## config.mk

```make
export PLATFORM = sky130hd
export DESIGN_NAME = regfile_wb_queue_flat
export DESIGN_NICKNAME = d
export VERILOG_FILES = /design/src/rtl/regfile_wb_queue_if.sv /design/src/rtl/regfile_wb_queue.sv /design/src/flat_wrapper.sv
export SDC_FILE = /design/constraint.sdc
export NUM_CORES = 1
export LEC_CHECK = 0
export ABC_AREA = 1
export BUFFER_PORTS_ARGS = -buffer_cell sky130_fd_sc_hd__buf_2
export CELL_PAD_IN_SITES_DETAIL_PLACEMENT = 2
export CELL_PAD_IN_SITES_GLOBAL_PLACEMENT = 2
export CORE_MARGIN = 2
export CORE_UTILIZATION = 33
export CTS_CLUSTER_DIAMETER = 80
export DETAILED_ROUTE_END_ITERATION = 8
export PLACE_DENSITY = 0.91
export SETUP_SLACK_MARGIN = 0.3
export SLEW_MARGIN = 0
export SYNTH_ARGS = -nofsm -noshare
export SYNTH_HDL_FRONTEND = slang
export SYNTH_SLANG_ARGS = --single-unit
```

## constraint.sdc

```tcl
create_clock -name clk -period 3.55 [get_ports clk]
set_input_delay 0.1775 -clock clk [delete_from_list [all_inputs] [get_ports clk]]
set_output_delay 0.1775 -clock clk [all_outputs]
set_load 0.02 [all_outputs]
```

## src/rtl/regfile_wb_queue_if.sv

```systemverilog
// Write-request channel from the datapath into the register-file write-back queue.
interface regfile_wb_queue_if #(
    parameter int unsigned DATA_WIDTH = 32,
    parameter int unsigned ADDR_WIDTH = 5
);
    logic                  in_valid;
    logic                  in_ready;
    logic [ADDR_WIDTH-1:0] in_rw;
    logic [DATA_WIDTH-1:0] in_data;

    // Datapath side: issues write requests.
    modport master (
        output in_valid,
        output in_rw,
        output in_data,
        input  in_ready
    );

    // Queue side: accepts write requests.
    modport slave (
        input  in_valid,
        input  in_rw,
        input  in_data,
        output in_ready
    );
endinterface

```

## src/rtl/regfile_wb_queue.sv

```systemverilog
// Register-file write-back queue: in-order buffering of write requests,
// one drain per cycle onto the write port, newest-first read forwarding.
module regfile_wb_queue #(
    parameter int unsigned DATA_WIDTH = 32,
    parameter int unsigned ADDR_WIDTH = 5,
    parameter int unsigned DEPTH      = 4,
    parameter int unsigned DROP_R0    = 1
) (
    input  logic                          clk,
    input  logic                          rst_n,
    regfile_wb_queue_if.slave             req,
    input  logic                          wb_hold,
    output logic                          RegWr,
    output logic [ADDR_WIDTH-1:0]         Rw,
    output logic [DATA_WIDTH-1:0]         busW,
    input  logic [ADDR_WIDTH-1:0]         Ra,
    input  logic [ADDR_WIDTH-1:0]         Rb,
    output logic                          hit_a,
    output logic [DATA_WIDTH-1:0]         fwd_a,
    output logic                          hit_b,
    output logic [DATA_WIDTH-1:0]         fwd_b,
    output logic [$clog2(DEPTH):0]        count
);

    localparam int unsigned PTR_W = $clog2(DEPTH);
    localparam int unsigned CNT_W = PTR_W + 1;
    localparam bit          DROP  = (DROP_R0 != 0);

    logic [PTR_W-1:0]      rd_q, rd_d;
    logic [PTR_W-1:0]      wr_q, wr_d;
    logic [CNT_W-1:0]      count_q, count_d;
    logic [DEPTH-1:0]      valid_q, valid_d;
    logic [ADDR_WIDTH-1:0] rw_q   [DEPTH];
    logic [DATA_WIDTH-1:0] data_q [DEPTH];

    logic pop_c;
    logic accept_c;
    logic push_c;
    logic nonempty_c;

    assign nonempty_c   = (count_q != '0);
    assign pop_c        = nonempty_c && !wb_hold;
    assign req.in_ready = (count_q < CNT_W'(DEPTH)) || pop_c;
    assign accept_c     = req.in_valid && req.in_ready;
    assign push_c       = accept_c && !(DROP && (req.in_rw == '0));

    // Write port: head entry is presented whenever one is pending.
    assign RegWr = pop_c && rst_n;
    assign Rw    = nonempty_c ? rw_q[rd_q]   : '0;
    assign busW  = nonempty_c ? data_q[rd_q] : '0;
    assign count = count_q;

    // Next-state for pointers, occupancy and entry valid bits.
    always_comb begin
        rd_d    = rd_q;
        wr_d    = wr_q;
        count_d = count_q;
        valid_d = valid_q;
        if (pop_c) begin
            rd_d          = rd_q + PTR_W'(1);
            valid_d[rd_q] = 1'b0;
        end
        if (push_c) begin
            wr_d          = wr_q + PTR_W'(1);
            valid_d[wr_q] = 1'b1;
        end
        case ({push_c, pop_c})
            2'b10:   count_d = count_q + CNT_W'(1);
            2'b01:   count_d = count_q - CNT_W'(1);
            default: count_d = count_q;
        endcase
    end

    // Control state with synchronous reset discarding all pending writes.
    always_ff @(posedge clk) begin
        if (!rst_n) begin
            rd_q    <= '0;
            wr_q    <= '0;
            count_q <= '0;
            valid_q <= '0;
        end else begin
            rd_q    <= rd_d;
            wr_q    <= wr_d;
            count_q <= count_d;
            valid_q <= valid_d;
        end
    end

    // Entry payload storage; validity is tracked separately so no reset needed.
    always_ff @(posedge clk) begin
        if (push_c && rst_n) begin
            rw_q[wr_q]   <= req.in_rw;
            data_q[wr_q] <= req.in_data;
        end
    end

    // Forwarding: scan oldest to newest so the newest matching entry wins.
    always_comb begin
        hit_a = 1'b0;
        fwd_a = '0;
        hit_b = 1'b0;
        fwd_b = '0;
        for (int unsigned i = 0; i < DEPTH; i++) begin
            if (valid_q[rd_q + PTR_W'(i)] && (rw_q[rd_q + PTR_W'(i)] == Ra)
                && !(DROP && (Ra == '0))) begin
                hit_a = 1'b1;
                fwd_a = data_q[rd_q + PTR_W'(i)];
            end
            if (valid_q[rd_q + PTR_W'(i)] && (rw_q[rd_q + PTR_W'(i)] == Rb)
                && !(DROP && (Rb == '0))) begin
                hit_b = 1'b1;
                fwd_b = data_q[rd_q + PTR_W'(i)];
            end
        end
    end

endmodule
```

## src/flat_wrapper.sv

```systemverilog
// flat-port wrapper written by rule: the top's interface ports become plain ports
module regfile_wb_queue_flat 
#(
    parameter int unsigned DATA_WIDTH = 32,
    parameter int unsigned ADDR_WIDTH = 5,
    parameter int unsigned DEPTH      = 4,
    parameter int unsigned DROP_R0    = 1
)
  (clk, rst_n, wb_hold, RegWr, Rw, busW, Ra, Rb, hit_a, fwd_a, hit_b, fwd_b, count, req_in_valid, req_in_rw, req_in_data, req_in_ready);
  regfile_wb_queue_if #(.DATA_WIDTH(DATA_WIDTH), .ADDR_WIDTH(ADDR_WIDTH)) req_i ();
  input  logic clk;
  input  logic rst_n;
  input  logic wb_hold;
  output logic RegWr;
  output logic [ADDR_WIDTH-1:0] Rw;
  output logic [DATA_WIDTH-1:0] busW;
  input  logic [ADDR_WIDTH-1:0] Ra;
  input  logic [ADDR_WIDTH-1:0] Rb;
  output logic hit_a;
  output logic [DATA_WIDTH-1:0] fwd_a;
  output logic hit_b;
  output logic [DATA_WIDTH-1:0] fwd_b;
  output logic [$clog2(DEPTH):0] count;
  input wire logic [$bits(req_i.in_valid)-1:0] req_in_valid;
  input wire logic [$bits(req_i.in_rw)-1:0] req_in_rw;
  input wire logic [$bits(req_i.in_data)-1:0] req_in_data;
  output wire logic [$bits(req_i.in_ready)-1:0] req_in_ready;
  assign req_i.in_valid = req_in_valid;
  assign req_i.in_rw = req_in_rw;
  assign req_i.in_data = req_in_data;
  assign req_in_ready = req_i.in_ready;
  regfile_wb_queue #(.DATA_WIDTH(DATA_WIDTH), .ADDR_WIDTH(ADDR_WIDTH), .DEPTH(DEPTH), .DROP_R0(DROP_R0)) u_core (.clk(clk), .rst_n(rst_n), .req(req_i), .wb_hold(wb_hold), .RegWr(RegWr), .Rw(Rw), .busW(busW), .Ra(Ra), .Rb(Rb), .hit_a(hit_a), .fwd_a(fwd_a), .hit_b(hit_b), .fwd_b(fwd_b), .count(count));
endmodule
```

# [After elaboration in Yosys (flattened, before gate mapping)]
# Memory sizes are Yosys's and may differ from the RTL's. A register that Yosys moved wholly into a read port is not among the register bits.
# Cells that the tools add are included.
[totals] inputBits=51 mem_bits_rw=148 n_memories=2 word_cells=105 regBits=11
[mem_list] memory="u_core.data_q" words=4 word_bits=32 read_ports=4 rd_ports_with_merged_regs=1 wr=1 line="regfile_wb_queue.sv:34" rtl="logic [DATA_WIDTH-1:0] data_q [DEPTH];"
[mem_list] memory="u_core.rw_q" words=4 word_bits=5 read_ports=4 rd_ports_with_merged_regs=1 wr=1 line="regfile_wb_queue.sv:33" rtl="logic [ADDR_WIDTH-1:0] rw_q [DEPTH];"
[op_classes] n_reduce_logical=33 add_sub_neg=6 muxes=39 n_eq_ne=10 order_cmp=8 bitwise=3
[ops] operator="$mux 32" count=9
[ops] operator="$eq 5x5->1" count=8
[ops] operator="$logic_and 1x1->1" count=23
[ops] operator="$mux 1" count=16
[ops] operator="$logic_not 5->1" count=3
[ops] operator="$lt 2x3->1 const B" count=5
[ops] operator="$bmux 1 s2" count=4
[ops] operator="$mux 2" count=4
[ops] operator="$mux 4" count=2
[ops] operator="$pmux 3 s2" count=1
[ops] operator="$mux 5" count=1
[ops] operator="$add 2x1->2 const B" count=2
[ops] operator="$add 2x2->2 const B" count=2
[ops] operator="$and 4x4->4" count=1
[ops] operator="$demux 1 s2" count=2
[ops] operator="$ge 2x1->1 const B" count=2
[ops] operator="$logic_not 1->1" count=4
[ops] operator="$not 4->4" count=1
[ops] operator="$or 4x4->4" count=1
[ops] operator="$add 3x1->3 const B" count=1
[ops] operator="$lt 3x3->1 const B" count=1
[ops] operator="$reduce_bool 3->1" count=1
[ops] operator="$sub 3x1->3 const B" count=1
[ops] operator="$eq 2x1->1 const B" count=1
[ops] operator="3 further kinds" count=3

# [Longest topological paths before layout]
[depth] word_depth=9 ltp_mapped=21 ltp_nobuf=14

# [Worst setup path before layout]
# Ideal clock, no wire load.
[synth_path] path_kind="flip-flop to output port" startpoint="register u_core.rd_q[0]" endpoint="output fwd_a[2]" stages_incl_launch_ff=17 n_path_buf=6 arrival_time_ns=2.983 setup_slack_ns=0.389 t_required_ns=3.372 cell_sequence="dfxtp_1 > inv_2 > buf_6 > buf_6 > buf_2 > clkbuf_1 > ha_1 > clkbuf_1 > nand3_1 > nand3_1 > nand2_1 > nor2_1 > nand3_2 > buf_2 > nand2_1 > nand2_1 > a21oi_1"
[synth_via] elab_chain_len=8 elab_cells_between_ends=28 classes_between="add/sub (3); eq/ne (3); mux (12); reduce/logical (8); memory (2)"
[synth_lines] item="start: declaration" line="regfile_wb_queue.sv:29" rtl="logic [PTR_W-1:0] rd_q, rd_d;"
[synth_lines] item="start signal: assignment" line="regfile_wb_queue.sv:82" rtl="rd_q <= rd_d;"
[synth_lines] item="$add 2x1->2 or $bmux 1 s2 (tied branches)" line="regfile_wb_queue.sv:104, regfile_wb_queue.sv:107"
[synth_lines] item="$mem_v2 4x5, or another cell as far along"
[synth_lines] item="$eq 5x5->1, or another cell as far along" line="regfile_wb_queue.sv:104" rtl="if (valid_q[rd_q + PTR_W'(i)] && (rw_q[rd_q + PTR_W'(i)] == Ra)"
[synth_lines] item="$logic_and 1x1->1, on equally long branches" line="regfile_wb_queue.sv:104, regfile_wb_queue.sv:105"
[synth_lines] item="$logic_and 1x1->1 or $mux 32 (tied branches)" line="regfile_wb_queue.sv:105, regfile_wb_queue.sv:104"
[synth_lines] item="$mux 32 (2 in series)" line="regfile_wb_queue.sv:104"
[synth_lines] item="$mux 32 *" line="regfile_wb_queue.sv:104"
[synth_lines] item="end: declaration" line="flat_wrapper.sv:20" rtl="output logic [DATA_WIDTH-1:0] fwd_a;"
# Mark *: on every way between the ends. The rest lies on a longest branch, timed or not. The select of a mux whose other input is x is not followed.

# [Final worst setup path]
[layout_path] startpoint="register u_core.rd_q[1]" endpoint="output fwd_a[2]"
# Same word-level chain as after synthesis.

==> metrics.txt <==
cell taking the most area after synthesis=edfxtp_1; initial antenna violation count=4; VDD IR max=465 uV; layout cells sized above 1=18.4%; Power Total=13300 uW; post-DR vias/cell=6.44; crit path max fanout=10; status=finished, violations left; switching power=7570 uW; # Max-Cap Violations=0; Total Wirelength=85.8 mm; die area=40100 um^2; DIE WIDTH=200 um; vias in the first global route=17221; Mapped Nets=2002; Pre-antenna DRT Iters=6; I/O Buffers=158; post-synthesis async set-or-reset flop share=0%; Post-synth EDFFs=148; CP endpoint kind=output pin; clk slew on worst S/H paths=0.09 ns; kind of critical path=reg -> out; RSZ-0062 raised after global routing=true; number of clock sinks=161; remaining antenna violation count=0; DRC violations left=0; f_max=279 MHz; FP Rows=71; Clk pwr share=14.9%; Leak=0.00755 uW; WP data required=3.37 ns; die span in y=200 um; Place WS=0.438 ns; ranking of synthesized cells by area=edfxtp_1 (35%), nand2_1 (17%), nor2_1 (9.9%); Final WS setup=-0.0353 ns; Power per Cell Area=809 nW/um^2; final hold violation count=0; crit start category=flop; GRT Resource Usage Total=33.3%; setup violators final=3; Clock Latency Late Sink=0.50 ns; Sw Share=57.1%; synth unique cells=30; routed via count=17018; Data arrival, critical path=3.41 ns; initial drt markers=1924; CTS tree=yes; TritonCTS buffer count=17; Int Pwr=5680 uW; synth warn=0; first-pass GRT wire length=103 mm; Root Buffer=clkbuf_16; Avg Synthesized Cell Area=6.55 um^2; Final Skew=0.0312 ns; Rel. slew slack=41.7%; setup TNS=-0.0728 ns; Starting Density=33.6%; hpwl dp=39.8 mm; final period utilization=101%; post-synthesis sequential area ratio=37.0%; Post-Syn Instances=1941; grt ovf=0; worst-margin pin slew=0.874 ns; wire per inst=32.5 um; fin nets=2179; Layout area overhead=28.9%; Max Buffers Root-to-Sink=2; cell area after synthesis=12700 um^2; ys flop type=edfxtp_1; Ports=159; failing checks=negative setup slack; largest net degree at the start of global routing=66; floorplan core area=37800 um^2; RePlAce Congestion=0.901; combinational share of power=67.3%; worst hold-check path type=in -> reg; sequential share of power=17.7%; register bit count reported by yosys=161; Util after Layout=43.3%; fin. max-slew vios=0; post-route minimum period=3.59 ns; top cell type's share of synthesized area=34.9%; Fillers=4479; H-tree Lvls=4
routing by layer:
layer	wire [um]	global-route usage, %	vias to the layer above
met5	24	0	-
met4	7280	21.1	4
met3	8540	5.43	563
met1	31700	39.2	8399
met2	38200	56.4	1312
li1	-	-	6740
worst max-delay path, cell delays in order (launching register included):
cell and delay, ns:
dfxtp_4 0.44, inv_6 0.08, ha_4 0.40, clkbuf_16 0.19, nand3_1 0.12, nand2_2 0.15, inv_1 0.08, nand2_1 0.07
nand4_1 0.14, nor2_4 0.22, buf_4 0.17, inv_6 0.06, nor2_1 0.46, a21oi_1 0.11, buf_2 0.20
synth_stat cells, types with 2 or more instances:
library cell and count:
edfxtp_1 148, buf_4 11, dfxtp_1 13, buf_6 6, nand3_1 128, inv_1 160, o21ai_0 176, clkbuf_1 55
buf_1 12, ha_1 9, buf_2 50, nand3_2 2, nor2_2 2, inv_2 6, nand4_1 34, o21ai_1 11
a21oi_1 106, nor2_1 335, a31o_2 4, nand2_1 587, xor2_1 4, o22a_1 21, nor3_1 2, a32oi_1 32
mux2i_1 21, and2_1 2
what timing repair did:
| item | 4_1_cts | 5_1_grt |
|---|---|---|
| cloned | 2 | 21 |
| gates resized for setup | 44 | 134 |
| setup buffers | 5 | 20 |
| setup endpoints to repair | 66 | 66 |
| pin swaps | 4 | 27 |
| hold endpoints to repair | 140 | 2 |
| hold buffers | 35 | 1 |
layout by cell type, fill, tap and decap left out, drive strengths merged:
cell         instances
dfxtp               13
and2                 2
a21oi              106
dlygate4sd3         36
clkinvlp             3
fa                   1
edfxtp             148
or3                  1
ha                   9
clkinv               7
nor2               338
buf                234
o21ai              187
nand3              130
nand2              587
bufbuf               1
xor2                 4
inv                167
bufinv               2
mux2i               21
nor3                 2
a32oi               32
o22a                21
clkbuf              39
o2111ai              1
diode                1
a31o                 4
nand4               34
worst paths after layout:
path                            cells after the start           endpoint               from  slack, ns
worst max-delay path                               14           fwd_a[2]     u_core.rd_q[1]      -0.04
worst min-delay path                                1  u_core.rw_q[1][4]       req_in_rw[4]       0.06
worst max register to register                     10    u_core.count[2]    u_core.count[2]       1.12
worst min register to register                      1  u_core.valid_q[1]  u_core.valid_q[1]       0.57
sequential cells by signal, summed over array words and instances (netlist names), named ones only:
name / count
u_core.count: 3
u_core.data_q: 128
u_core.rd_q: 2
u_core.rw_q: 20
u_core.valid_q: 4
u_core.wr_q: 2
area by class of cell:
class	instances	area, um^2	area share [%]
repair inverters	1	8.76	0.0534
diodes	1	2.50	0.0153
inverters	166	662	4.04
clock inverters	12	119	0.725
clock buffers	19	433	2.64
multi-input cells	1480	7130	43.5
repair buffers	291	2690	16.4
well taps	511	639	3.90
flip-flops and latches	161	4720	28.8
stage by stage:
step	hold WS (ns)	cells	instance area, um^2
global placement	0.388	2526	14000
global route	0.0198	2642	16400
CTS	0.00290	2599	15200
floorplan	0.276	1941	12700
finish	0.0568	2642	16400
detailed placement	0.402	2526	14000
power by group through the flow:
stage | combinational (uW) | sequential (uW) | clock [uW]
finish | 8930 | 2350 | 1980
global route | 9270 | 2350 | 2030
CTS | 7160 | 2310 | 1870
detailed placement | 6740 | 2350 | 0
global placement | 6350 | 2330 | 0
floorplan | 4410 | 2310 | 0
cell families after synthesis:
kind of cell,synth area share (%)
flip-flops,37.0
XOR/XNOR,0.275
AND/OR/NAND/NOR,34.5
multiplexers,1.65
AO/OA/AOI/OAI,15.5
buffers and inverters,10.0
adder cells (fa/ha/maj),1.04
(Power assumes the default switching activity.)
